===== src/rtl/mem_port_arbiter_pkg.sv =====
// Shared types and constants for the unified memory port arbiter.
// Latency: n/a (declarations only).
// Backpressure: n/a.
package mem_port_arbiter_pkg;

  // Architectural constants: datapath width and the memory macro's read latency
  localparam int MEM_XLEN         = 32;
  localparam int MEM_READ_LATENCY = 1;

  // Byte-lane write mask width
  localparam int MEM_MASK_W = 4;

  typedef enum logic {
    ARB_IDLE,
    ARB_READ_WAIT
  } arb_state_t;

  typedef enum logic [1:0] {
    OWNER_NONE,
    OWNER_IF,
    OWNER_LS
  } mem_owner_t;

endpackage


===== src/rtl/mem_port_arbiter_if.sv =====
// Bundle of requester (IF, LS) and memory-macro signals around the arbiter.
// Latency: n/a (wiring only).
// Backpressure: requesters hold *_req until their *_done pulse.
interface mem_port_arbiter_if
  import mem_port_arbiter_pkg::*;
#(
  parameter int XLEN = MEM_XLEN
);
  // Instruction fetch requester (read-only)
  logic                  if_req;
  logic [XLEN-1:0]       if_addr;
  logic                  if_done;
  logic [XLEN-1:0]       if_r_data;
  // Load/store requester
  logic                  ls_req;
  logic                  ls_we;
  logic [XLEN-1:0]       ls_addr;
  logic [XLEN-1:0]       ls_w_data;
  logic [MEM_MASK_W-1:0] ls_w_mask;
  logic                  ls_done;
  logic [XLEN-1:0]       ls_r_data;
  // Memory macro side
  logic [XLEN-1:0]       mem_addr;
  logic                  mem_w_en;
  logic [MEM_MASK_W-1:0] mem_w_mask;
  logic [XLEN-1:0]       mem_w_data;
  logic [XLEN-1:0]       mem_r_data;
  // Status
  logic                  busy;

  // Environment view: drives requests and memory read data
  modport master (
    output if_req, if_addr, ls_req, ls_we, ls_addr, ls_w_data, ls_w_mask, mem_r_data,
    input  if_done, if_r_data, ls_done, ls_r_data,
    input  mem_addr, mem_w_en, mem_w_mask, mem_w_data, busy
  );

  // Arbiter view
  modport slave (
    input  if_req, if_addr, ls_req, ls_we, ls_addr, ls_w_data, ls_w_mask, mem_r_data,
    output if_done, if_r_data, ls_done, ls_r_data,
    output mem_addr, mem_w_en, mem_w_mask, mem_w_data, busy
  );

endinterface


===== src/rtl/mem_port_arbiter.sv =====
// Shares one single-ported memory between IF (read) and LS (read/write), LS first.
// Latency: writes complete in the grant cycle; reads complete READ_LATENCY cycles after grant.
// Backpressure: requesters hold req until done; one access at a time. Option: MEM_ARB_ANTI_STARVE_EN.
module mem_port_arbiter
  import mem_port_arbiter_pkg::*;
#(
  parameter int XLEN         = MEM_XLEN,
  parameter int READ_LATENCY = MEM_READ_LATENCY,
  parameter int STARVE_LIMIT = 4
) (
  input  logic              clock,
  input  logic              reset,
  mem_port_arbiter_if.slave io_port
);

  localparam int               CNT_W    = $clog2(READ_LATENCY + 1);
  localparam logic [CNT_W-1:0] CNT_LOAD = CNT_W'(READ_LATENCY);
  localparam logic [CNT_W-1:0] CNT_ONE  = CNT_W'(1);

  // Reject configurations the read sequencing cannot express
  if (READ_LATENCY < 1) begin : g_bad_latency
    $error("mem_port_arbiter: READ_LATENCY must be at least 1");
  end
  if (STARVE_LIMIT < 1) begin : g_bad_starve
    $error("mem_port_arbiter: STARVE_LIMIT must be at least 1");
  end

  arb_state_t       r_state, w_state_nxt;
  mem_owner_t       r_owner, w_owner_nxt;
  logic [CNT_W-1:0] r_cnt, w_cnt_nxt;
  logic [XLEN-1:0]  r_addr, w_addr_nxt;
  logic [XLEN-1:0]  r_if_data, r_ls_data;
  logic             w_grant_if, w_grant_ls;
  logic             w_if_rd_done, w_ls_rd_done;

`ifdef MEM_ARB_ANTI_STARVE_EN
  localparam int STV_W = $clog2(STARVE_LIMIT + 1);

  logic [STV_W-1:0] r_starve_cnt;
  logic             w_starved;

  assign w_starved = (r_starve_cnt >= STV_W'(STARVE_LIMIT));
`endif

  // Priority select, evaluated only while the port is free
  always_comb begin
    w_grant_if = 1'b0;
    w_grant_ls = 1'b0;
    if (r_state == ARB_IDLE) begin
`ifdef MEM_ARB_ANTI_STARVE_EN
      if (io_port.if_req && w_starved) begin
        w_grant_if = 1'b1;
      end else if (io_port.ls_req) begin
        w_grant_ls = 1'b1;
      end else if (io_port.if_req) begin
        w_grant_if = 1'b1;
      end
`else
      if (io_port.ls_req) begin
        w_grant_ls = 1'b1;
      end else if (io_port.if_req) begin
        w_grant_if = 1'b1;
      end
`endif
    end
  end

`ifdef MEM_ARB_ANTI_STARVE_EN
  // Count LS wins that bypassed a waiting IF; any IF win or an idle IF clears it
  always_ff @(posedge clock or posedge reset) begin
    if (reset) begin
      r_starve_cnt <= '0;
    end else if (!io_port.if_req || w_grant_if) begin
      r_starve_cnt <= '0;
    end else if (w_grant_ls && !w_starved) begin
      r_starve_cnt <= r_starve_cnt + STV_W'(1);
    end
  end
`endif

  // Next state and memory/completion outputs; everything is forced low during reset
  always_comb begin
    w_state_nxt        = r_state;
    w_owner_nxt        = r_owner;
    w_cnt_nxt          = r_cnt;
    w_addr_nxt         = r_addr;
    w_if_rd_done       = 1'b0;
    w_ls_rd_done       = 1'b0;
    io_port.mem_addr   = '0;
    io_port.mem_w_en   = 1'b0;
    io_port.mem_w_mask = '0;
    io_port.mem_w_data = '0;
    io_port.if_done    = 1'b0;
    io_port.ls_done    = 1'b0;
    io_port.busy       = 1'b0;
    if (!reset) begin
      case (r_state)
        ARB_IDLE: begin
          if (w_grant_ls) begin
            io_port.mem_addr = io_port.ls_addr;
            if (io_port.ls_we) begin
              // Writes retire in the grant cycle; the port stays free for the next one
              io_port.mem_w_en   = 1'b1;
              io_port.mem_w_mask = io_port.ls_w_mask;
              io_port.mem_w_data = io_port.ls_w_data;
              io_port.ls_done    = 1'b1;
            end else begin
              w_state_nxt = ARB_READ_WAIT;
              w_owner_nxt = OWNER_LS;
              w_cnt_nxt   = CNT_LOAD;
              w_addr_nxt  = io_port.ls_addr;
            end
          end else if (w_grant_if) begin
            io_port.mem_addr = io_port.if_addr;
            w_state_nxt      = ARB_READ_WAIT;
            w_owner_nxt      = OWNER_IF;
            w_cnt_nxt        = CNT_LOAD;
            w_addr_nxt       = io_port.if_addr;
          end
        end
        ARB_READ_WAIT: begin
          io_port.busy     = 1'b1;
          io_port.mem_addr = r_addr;
          if (r_cnt != '0) begin
            w_cnt_nxt = r_cnt - CNT_ONE;
          end
          // Counter reads 1 in the cycle mem_r_data becomes valid
          if (r_cnt <= CNT_ONE) begin
            w_if_rd_done    = (r_owner == OWNER_IF);
            w_ls_rd_done    = (r_owner == OWNER_LS);
            io_port.if_done = w_if_rd_done;
            io_port.ls_done = w_ls_rd_done;
            w_state_nxt     = ARB_IDLE;
            w_owner_nxt     = OWNER_NONE;
          end
        end
        default: begin
          w_state_nxt = ARB_IDLE;
          w_owner_nxt = OWNER_NONE;
        end
      endcase
    end
  end

  // Owner sees live memory data on its done cycle, everyone else the last delivered word
  assign io_port.if_r_data = w_if_rd_done ? io_port.mem_r_data : r_if_data;
  assign io_port.ls_r_data = w_ls_rd_done ? io_port.mem_r_data : r_ls_data;

  // Sequencer state: FSM, owner, latency counter and latched read address
  always_ff @(posedge clock or posedge reset) begin
    if (reset) begin
      r_state <= ARB_IDLE;
      r_owner <= OWNER_NONE;
      r_cnt   <= '0;
      r_addr  <= '0;
    end else begin
      r_state <= w_state_nxt;
      r_owner <= w_owner_nxt;
      r_cnt   <= w_cnt_nxt;
      r_addr  <= w_addr_nxt;
    end
  end

  // Keep the last read word delivered to each requester
  always_ff @(posedge clock or posedge reset) begin
    if (reset) begin
      r_if_data <= '0;
      r_ls_data <= '0;
    end else begin
      if (w_if_rd_done) begin
        r_if_data <= io_port.mem_r_data;
      end
      if (w_ls_rd_done) begin
        r_ls_data <= io_port.mem_r_data;
      end
    end
  end

  // Requesters must keep address and direction steady until served
  a_ls_stable: assert property (@(posedge clock) disable iff (reset)
    ($past(io_port.ls_req) && io_port.ls_req && !$past(io_port.ls_done))
      |-> ($stable(io_port.ls_addr) && $stable(io_port.ls_we)));

  a_if_stable: assert property (@(posedge clock) disable iff (reset)
    ($past(io_port.if_req) && io_port.if_req && !$past(io_port.if_done))
      |-> $stable(io_port.if_addr));

  // The port never writes while a read owns it
  a_no_wr_in_wait: assert property (@(posedge clock) disable iff (reset)
    (r_state == ARB_READ_WAIT) |-> !io_port.mem_w_en);

endmodule


===== src/flat_wrapper.sv =====
// flat-port wrapper written by rule: the top's interface ports become plain ports
module mem_port_arbiter_flat import mem_port_arbiter_pkg::*;
#(
  parameter int XLEN         = MEM_XLEN,
  parameter int READ_LATENCY = MEM_READ_LATENCY,
  parameter int STARVE_LIMIT = 4
)
  (clock, reset, io_port_if_req, io_port_if_addr, io_port_ls_req, io_port_ls_we, io_port_ls_addr, io_port_ls_w_data, io_port_ls_w_mask, io_port_mem_r_data, io_port_if_done, io_port_if_r_data, io_port_ls_done, io_port_ls_r_data, io_port_mem_addr, io_port_mem_w_en, io_port_mem_w_mask, io_port_mem_w_data, io_port_busy);
  mem_port_arbiter_if #(.XLEN(XLEN)) io_port_i ();
  input  logic clock;
  input  logic reset;
  input wire logic [$bits(io_port_i.if_req)-1:0] io_port_if_req;
  input wire logic [$bits(io_port_i.if_addr)-1:0] io_port_if_addr;
  input wire logic [$bits(io_port_i.ls_req)-1:0] io_port_ls_req;
  input wire logic [$bits(io_port_i.ls_we)-1:0] io_port_ls_we;
  input wire logic [$bits(io_port_i.ls_addr)-1:0] io_port_ls_addr;
  input wire logic [$bits(io_port_i.ls_w_data)-1:0] io_port_ls_w_data;
  input wire logic [$bits(io_port_i.ls_w_mask)-1:0] io_port_ls_w_mask;
  input wire logic [$bits(io_port_i.mem_r_data)-1:0] io_port_mem_r_data;
  output wire logic [$bits(io_port_i.if_done)-1:0] io_port_if_done;
  output wire logic [$bits(io_port_i.if_r_data)-1:0] io_port_if_r_data;
  output wire logic [$bits(io_port_i.ls_done)-1:0] io_port_ls_done;
  output wire logic [$bits(io_port_i.ls_r_data)-1:0] io_port_ls_r_data;
  output wire logic [$bits(io_port_i.mem_addr)-1:0] io_port_mem_addr;
  output wire logic [$bits(io_port_i.mem_w_en)-1:0] io_port_mem_w_en;
  output wire logic [$bits(io_port_i.mem_w_mask)-1:0] io_port_mem_w_mask;
  output wire logic [$bits(io_port_i.mem_w_data)-1:0] io_port_mem_w_data;
  output wire logic [$bits(io_port_i.busy)-1:0] io_port_busy;
  assign io_port_i.if_req = io_port_if_req;
  assign io_port_i.if_addr = io_port_if_addr;
  assign io_port_i.ls_req = io_port_ls_req;
  assign io_port_i.ls_we = io_port_ls_we;
  assign io_port_i.ls_addr = io_port_ls_addr;
  assign io_port_i.ls_w_data = io_port_ls_w_data;
  assign io_port_i.ls_w_mask = io_port_ls_w_mask;
  assign io_port_i.mem_r_data = io_port_mem_r_data;
  assign io_port_if_done = io_port_i.if_done;
  assign io_port_if_r_data = io_port_i.if_r_data;
  assign io_port_ls_done = io_port_i.ls_done;
  assign io_port_ls_r_data = io_port_i.ls_r_data;
  assign io_port_mem_addr = io_port_i.mem_addr;
  assign io_port_mem_w_en = io_port_i.mem_w_en;
  assign io_port_mem_w_mask = io_port_i.mem_w_mask;
  assign io_port_mem_w_data = io_port_i.mem_w_data;
  assign io_port_busy = io_port_i.busy;
  mem_port_arbiter #(.XLEN(XLEN), .READ_LATENCY(READ_LATENCY), .STARVE_LIMIT(STARVE_LIMIT)) u_core (.clock(clock), .reset(reset), .io_port(io_port_i));
endmodule

===== config.mk =====
export PLATFORM = sky130hd
export DESIGN_NAME = mem_port_arbiter_flat
export DESIGN_NICKNAME = d
export VERILOG_FILES = /design/src/rtl/mem_port_arbiter_pkg.sv /design/src/rtl/mem_port_arbiter_if.sv /design/src/rtl/mem_port_arbiter.sv /design/src/flat_wrapper.sv
export SDC_FILE = /design/constraint.sdc
export NUM_CORES = 1
export LEC_CHECK = 0
export BUFFER_PORTS_ARGS = -buffer_cell sky130_fd_sc_hd__buf_4
export CAP_MARGIN = 5
export CELL_PAD_IN_SITES_DETAIL_PLACEMENT = 1
export CELL_PAD_IN_SITES_GLOBAL_PLACEMENT = 1
export CORE_ASPECT_RATIO = 0.9
export CORE_MARGIN = 4
export CORE_UTILIZATION = 31
export DETAILED_ROUTE_END_ITERATION = 8
export GPL_ROUTABILITY_DRIVEN = 0
export PLACE_DENSITY = 0.84
export SLEW_MARGIN = 15
export SYNTH_ARGS = -nofsm -noshare
export SYNTH_HDL_FRONTEND = slang
export SYNTH_SLANG_ARGS = --single-unit

===== constraint.sdc =====
create_clock -name clock -period 3.97 [get_ports clock]
set_input_delay 0.5955 -clock clock [delete_from_list [all_inputs] [get_ports clock]]
set_output_delay 0.5955 -clock clock [all_outputs]
set_load 0.03 [all_outputs]

# After elaboration in Yosys (flattened, before gate mapping)
# Cells that the tools add are included.
# Widths: inputs -> output; s select.
[totals] regBits=100 inputBits=137
[classes] n_addsub=1 magnitude_cmp=1 eq_ne=6 n_mux=51 bitwise_logic=2 n_reduce_logical=4
[op_table] op="$mux 32" n=12
[op_table] op="$pmux 32 s2" n=1
[op_table] op="$mux 1" n=26
[op_table] op="$mux 4" n=4
[op_table] op="$mux 2" n=4
[op_table] op="$reduce_and 4->1" n=2
[op_table] op="$pmux 1 s2" n=3
[op_table] op="$ne 2x2->1 const B" n=2
[op_table] op="$pmux 2 s2" n=1
[op_table] op="$ne 3x1->1 const B" n=1
[op_table] op="$ne 3x3->1 const B" n=1
[op_table] op="$reduce_and 3->1" n=1
[op_table] op="$eq 2x1->1 const B" n=1
[op_table] op="$eq 2x2->1 const B" n=1
[op_table] op="$not 1->1" n=2
[op_table] op="$reduce_bool 2->1" n=1
[op_table] op="$le 1x1->1 const B" n=1
[op_table] op="$sub 1x1->1 const B" n=1

# Longest topological paths before layout
# Gate-level depths: netlist (run 1).
[depth] word_depth=7 depth_mapped=6 depth_no_buf=3

# Worst setup path before layout (run 1)
# No wires, ideal clock.
[synth_timing] path_kind="input to output" from="in reset" to="out io_port_mem_w_data[25]" t_arrival_ns=3.876 slack_ns=-0.502 path_stages=4 n_path_buf=1 path_cell_list="inv_1 and3_1 clkbuf_1 and2_1"
[synth_between] elab_chain_len=1
[synth_lines] element="from (decl)" line_no="flat_wrapper.sv:11" text="input logic reset;"
[synth_lines] element="$mux 32" line_no="mem_port_arbiter.sv:96" text="if (!reset) begin"
[synth_lines] element="to (decl)" line_no="flat_wrapper.sv:27" text="output wire logic [$bits(io_port_i.mem_w_data)-1:0] io_port_mem_w_data;"
# No other way between the ends.

# Final worst setup path (run 1)
[layout_timing] from="in reset" to="out io_port_ls_r_data[31]"
[layout_between] elab_chain_len=2
[layout_lines] element="$mux 1" line_no="mem_port_arbiter.sv:96"
[layout_lines] element="$mux 32" line_no="mem_port_arbiter.sv:147" text="assign io_port.ls_r_data = w_ls_rd_done ? io_port.mem_r_data : r_ls_data;"
[layout_lines] element="to (decl)" line_no="flat_wrapper.sv:23" text="output wire logic [$bits(io_port_i.ls_r_data)-1:0] io_port_ls_r_data;"
# No other way between the ends.

==> results.toml, run 1 <==
[route]
ant_nets = 0
drt_wl_total_um = 16730
routedWlPerCell_um = 19.70
drc = 0
num_vias = 4157
viasPerCell = 4.896
first_iter_violations = 106
dr.pass1.iters = 4

[clocking]
clock_path_buffers = 2
cts_inserted_buffers = 9
hold_buffers = 0
htree_levels = 3
cts.sink_count = 99
clock_latency_ps = 350
cts_resized = 0
post-cts-setup-buffer-count = 0
cts_tree = "built"
clockRootBuffer = "clkbuf_16"
clk_pin_slew_ps = 70

[yosys]
synth_area_leader_cell = "dfrtp_1"
synthTopCellsByArea = "dfrtp_1 48%, mux2_2 15%, mux2_4 14%"
yosysWarnings = 0
ys_seq_area_frac = 0.4764
async_flop_share = 1.000
yosysMostFrequentCell = "dfrtp_1"
synth_area_per_cell_um2 = 13.72
synth-edff-count = 0
synth_cell_types = 26
ys_ff_latch = 99
syn-cell-area_um2 = 5200
syn_nets = 516
postSynthCellCount = 379
synth_top_area_share = 0.4764
yosys-top-cells-count = "99 x dfrtp_1, 68 x mux2_2, 49 x mux2_4"
synth-main-ff-cell = "dfrtp_1"

[cells_and_area]
instances_no_fill = 849
post_route_cells_drive_above_1_share = 0.6542
layout.nets = 774
antenna_cells = 0
fill_cells = 1757
synthToLayoutAreaGrowth_pct = 47.38

[worst_setup_path]
crit_type = "input port to primary output"
end_kind = "primary output"
crit_fanout = 41
startpoint_type = "input port"
path_common_cell = "buf_4"
path_cells = "buf_4 -> nor2b_1 -> and3b_2 -> buf_4 -> mux2_2 -> buf_4"
cp.required_ps = 3370
arrival_ps = 2410
crit_path_top_delay_cell = "buf_4"
max_stage_delay_ps = 490

[floorplanning]
die_h_um = 130.9
top_level_ports = 273
initial_core_util = 0.3191
coreArea_um2 = 16300
rows = 44
fp.dieW_um = 144.5
dieArea_um2 = 18910

[timing]
setup_tns_ps = 0
worst_pin_slew_ps = 974.7
hold_viol_final = 0
setup_viol = 0
max_freq_mhz = 332.3
slew_headroom = 0.3502
slew_viol_final = 0
skew_ps = 9.292
timing.final.crit_share = 0.7581
rsz0062_at_grt = "no"
fin_crit_ps = 3010

[power]
switching_share = 0.3972
p_int_mw = 2.996
p_switching_mw = 1.975
p_leak_nw = 3.657
p_clk_frac = 0.175
irDropWorstVdd_uv = 229.1
p_seq_frac = 0.321
power_frac_comb = 0.504
p_per_area_nw_per_um2 = 648.6

[place]
dpl.hpwl_um = 12550
numPortBuffers = 272
dp_cells = 833

[global_routing]
grt-ovfl-total = 0
grt_max_degree = 67
grt_util_all_layers = 0.1653
first_global_vias = 4533
antenna_found_initial = 0
grt_pass1_wl_um = 24610

[run]
cap_violations = 0

[hold_path]
hold_path_class = "flip-flop to flip-flop"

[run_status]
outcome = "finished clean"
routing by layer:
| metal | global-route usage | vias up | wire length [um] |
|---|---|---|---|
| met5 | 0 | - | 0 |
| met3 | 0.04876 | 15 | 1311 |
| met2 | 0.2874 | 153 | 8294 |
| met4 | 0.04114 | 0 | 174 |
| li1 | - | 1910 | - |
| met1 | 0.2020 | 2079 | 6945 |
critical path, delay by kind of cell:
| family | cells | cell delay (ps) |
|---|---|---|
| buf+inv | 3 | 920 |
| simple gates | 2 | 440 |
| mux | 1 | 420 |
stage by stage:
stage / area [um^2] / hold WS [ps] / setup slack, ps / power, mW / utilization
after floorplan: 5204 / 478.9 / 336.2 / 3.197 / -
after global placement: 7370 / 468.6 / 1002 / 4.028 / 0.4522
after detailed placement: 7370 / 476.3 / 937.6 / 4.125 / 0.4522
after CTS: 7664 / 483.7 / 920.1 / 5.037 / 0.4703
after global routing: 7664 / 485.8 / 739.9 / 5.225 / 0.4703
final: 7664 / 492.7 / 960.3 / 4.971 / 0.4703
kinds of logic (layout without fill, tap and decap cells):
logic type	Yosys count	after routing	share of synthesized area
muxes	128	128	0.3121
DFF	99	99	0.4764
AOI/OAI and AO/OA	70	70	0.1107
and+or+nand+nor	47	47	0.05871
buffers and inverters	35	298	0.04211
area by class of cell:
type,instances,area (um^2),area share
Timing Repair Buffer,280,2102,0.2743
Clock buffer,10,239.0,0.03118
Tap cell,207,259.0,0.03380
Inverter,2,11.26,0.001469
Sequential cell,99,2477,0.3233
Multi-Input combinational cell,245,2520,0.3288
Clock inverter,6,55.05,0.007184
worst paths after layout:
kind                                startpoint                     to  slack, ps  cells after the start
max                                      reset  io_port_ls_r_data[31]        960                      6
min                        u_core.r_if_data[2]    u_core.r_if_data[2]        490                      1
max reg2reg                     u_core.r_state       u_core.r_addr[1]       1740                      5
min reg2reg                u_core.r_if_data[2]    u_core.r_if_data[2]        490                      1
max in group asynchronous                reset   u_core.r_if_data[19]       2140                      4
min in group asynchronous                reset      u_core.r_addr[28]        620                      3
power groups by stage:
| stage | logic [mW] | clock network (mW) | registers [mW] |
|---|---|---|---|
| final | 2.51 | 0.872 | 1.59 |
| after global routing | 2.64 | 0.954 | 1.63 |
| after CTS | 2.53 | 0.914 | 1.59 |
| after detailed placement | 2.52 | 0 | 1.61 |
| after global placement | 2.45 | 0 | 1.57 |
| after floorplan | 1.65 | 0 | 1.54 |
flip-flops by register name, indices dropped and copies added, names as in the netlist:
register and cells:
u_core.r_addr 32, u_core.r_if_data 32, u_core.r_ls_data 32, u_core.r_owner 2, u_core.r_state 1
layout by cell type (no fill, tap or decap), types with 3 or more instances in the layout:
cell and instances:
and2_1 36, mux2_1 9, mux2_4 49, a22oi_1 32
clkinvlp_4 3, clkbuf_16 9, dfrtp_1 99, o2bb2ai_1 32
buf_4 280, mux2_2 68
Note: power is estimated with default switching activity, not from simulation.
==> run 2, diff against run 1 <==
--- a/config.mk
+++ b/config.mk
@@ -5,16 +5,17 @@
 export SDC_FILE = /design/constraint.sdc
 export NUM_CORES = 1
 export LEC_CHECK = 0
+export ABC_AREA = 1
 export BUFFER_PORTS_ARGS = -buffer_cell sky130_fd_sc_hd__buf_4
 export CAP_MARGIN = 5
 export CELL_PAD_IN_SITES_DETAIL_PLACEMENT = 1
 export CELL_PAD_IN_SITES_GLOBAL_PLACEMENT = 1
 export CORE_ASPECT_RATIO = 0.9
 export CORE_MARGIN = 4
-export CORE_UTILIZATION = 31
+export CORE_UTILIZATION = 29
 export DETAILED_ROUTE_END_ITERATION = 8
 export GPL_ROUTABILITY_DRIVEN = 0
-export PLACE_DENSITY = 0.84
+export PLACE_DENSITY = 0.86
 export SLEW_MARGIN = 15
 export SYNTH_ARGS = -nofsm -noshare
 export SYNTH_HDL_FRONTEND = slang
==> constraint.sdc (replaced) <==
create_clock -name clock -period 2.75 [get_ports clock]
set_input_delay 0.4125 -clock clock [delete_from_list [all_inputs] [get_ports clock]]
set_output_delay 0.4125 -clock clock [all_outputs]
set_load 0.03 [all_outputs]
==> results.toml, run 2 <==
[global_routing]
grt-ovfl-total = 0
grt_max_degree = 67
grt_util_all_layers = 0.1720
antenna_found_initial = 0
grt_pass1_wl_um = 30690
first_global_vias = 6110

[floorplanning]
dieArea_um2 = 21590
die_h_um = 139.8
top_level_ports = 273
initial_core_util = 0.2993
coreArea_um2 = 18700
fp.dieW_um = 154.5
rows = 47

[clocking]
clock_latency_ps = 350
htree_levels = 3
cts_tree = "built"
clockRootBuffer = "clkbuf_16"
cts.sink_count = 99
clk_pin_slew_ps = 70
post-cts-setup-buffer-count = 0
cts_inserted_buffers = 9
clock_path_buffers = 2

[timing]
setup_tns_ps = 0
timing.final.crit_share = 0.9112
setup_viol = 0
worst_pin_slew_ps = 780.6
whs_ps = 97.75
skew_ps = 8.479
fin_crit_ps = 2506
max_freq_mhz = 399.1
hold_viol_final = 0
slew_viol_final = 0
rsz0062_at_grt = "no"
slew_headroom = 0.4796

[route]
drt_wl_total_um = 19320
routedWlPerCell_um = 15.33
dr.pass1.iters = 4
drc = 0
num_vias = 5742
viasPerCell = 4.557
first_iter_violations = 204
ant_nets = 0

[power]
p_per_area_nw_per_um2 = 842.7
power_frac_comb = 0.490
p_int_mw = 3.782
switching_share = 0.4361
p_switching_mw = 2.924
p_total_mw = 6.706
irDropWorstVdd_uv = 423.4
p_seq_frac = 0.329
p_clk_frac = 0.182
p_leak_nw = 4.703

[yosys]
async_flop_share = 1.000
syn_nets = 903
syn-cell-area_um2 = 5598
synth_area_per_cell_um2 = 7.308
ys_ff_latch = 99
synth_top_area_share = 0.4426
synthTopCellsByArea = "dfrtp_1 44%, nand2_1 22%, nand3_1 8.9%"
ys_seq_area_frac = 0.4426
yosysWarnings = 0
synth-edff-count = 0
synth-main-ff-cell = "dfrtp_1"
synth_area_leader_cell = "dfrtp_1"
yosysMostFrequentCell = "nand2_1"
synth_cell_types = 23
postSynthCellCount = 766
yosys-top-cells-count = "329 x nand2_1, 99 x dfrtp_1, 99 x nand3_1"

[cells_and_area]
top_regs = "u_core.r_addr x32, u_core.r_if_data x32, u_core.r_ls_data x32"
layout.nets = 1147
synthToLayoutAreaGrowth_pct = 42.15
layout_common_cells = "328 x nand2_1, 283 x buf_4, 99 x nand3_1, 99 x dfrtp_1, 73 x inv_1"
post_route_cells_drive_above_1_share = 0.3478
instances_no_fill = 1260
antenna_cells = 0
final_common_cell = "nand2_1"

[worst_setup_path]
arrival_ps = 2090
r2r_end = "u_core.r_addr[4]"
cp.required_ps = 2340
crit_fanout = 65
ff2ff_path_depth = 7
crit_type = "flip-flop to primary output"
startpoint_type = "flip-flop"
timing.rr.start = "u_core.r_state"
regToRegSetupSlack_ps = 620
end_kind = "primary output"

[run_status]
outcome = "finished clean"

[hold_path]
hold_path_class = "input port to asynchronous set/reset pin"

[run]
cap_violations = 0

[place]
dp_cells = 1244
dpl.hpwl_um = 14500
numPortBuffers = 272
[run 2: cell count changes after synthesis, moves of 32 or more]
cell | before | now
a22oi_1 | 32 | 0
and2_1 | 36 | 0
inv_1 | 2 | 73
mux2_2 | 68 | 0
mux2_4 | 49 | 0
nand2_1 | 2 | 329
nand3_1 | 0 | 99
o21ai_1 | 0 | 33
o2bb2ai_1 | 32 | 0
[run 2: worst max path at each step]
stage,end,depth (start not counted),slack [ps],startpoint
final,io_port_if_r_data[23],7,240,u_core.r_state
after global placement,io_port_mem_addr[24],7,530,io_port_ls_req
after floorplan,io_port_mem_addr[22],5,490,reset
after CTS,io_port_mem_addr[24],7,120,u_core.r_state
after detailed placement,io_port_mem_addr[24],7,420,io_port_ls_req
after global routing,io_port_if_r_data[2],7,70,u_core.r_state
[run 2: what timing repair did]
action / CTS / global route
hold buffers: 0 / 0
setup endpoints to repair: 0 / 11
gates resized for setup: 0 / 2
[run 2: routing by layer]
metal,vias to the layer above,track usage,part of all wire
met1,2700,0.2072,0.41
met2,177,0.3120,0.51
met5,-,0,0
met3,20,0.03570,0.059
li1,2845,-,-
met4,0,0.04322,0.018
[run 2: final cells by class]
class                   instances  area [um^2]
clock buffers                  10        229.0
clock inverters                 6        50.05
fillers                      2358        10740
inverters                      76        297.8
multi-input cells             538         2412
flip-flops and latches         99         2477
well taps                     245        306.5
repair buffers                286         2185
[run 2: power by group through the flow]
stage	Clock, mW	Sequential [mW]	Combinational [mW]
finish	1.22	2.21	3.28
global route	1.31	2.26	3.54
CTS	1.27	2.21	3.34
detailed placement	0	2.23	3.33
global placement	0	2.19	3.25
floorplan	0	2.17	2.09
[run 2: kinds of logic after synthesis]
group           share of synthesized area
compound gates                    0.07354
buf+inv                            0.1270
flops                              0.4426
simple gates                       0.3570
[run 2: per-stage QoR]
step / setup slack, ps / utilization / instance area, um^2
after floorplan: 494.9 / - / 5600
after global placement: 525.4 / 0.4105 / 7676
after detailed placement: 417.5 / 0.4105 / 7676
after CTS: 116.3 / 0.4254 / 7955
after global routing: 70.78 / 0.4255 / 7958
final: 244.3 / 0.4255 / 7958
[run 2: critical path, cell delays in order, from the launching register on]
cell and delay, ps:
dfrtp_1 440, inv_6 100, nor2_8 40, nand3_2 50
buf_4 620, nand2_1 120, o21ai_1 150, buf_4 200
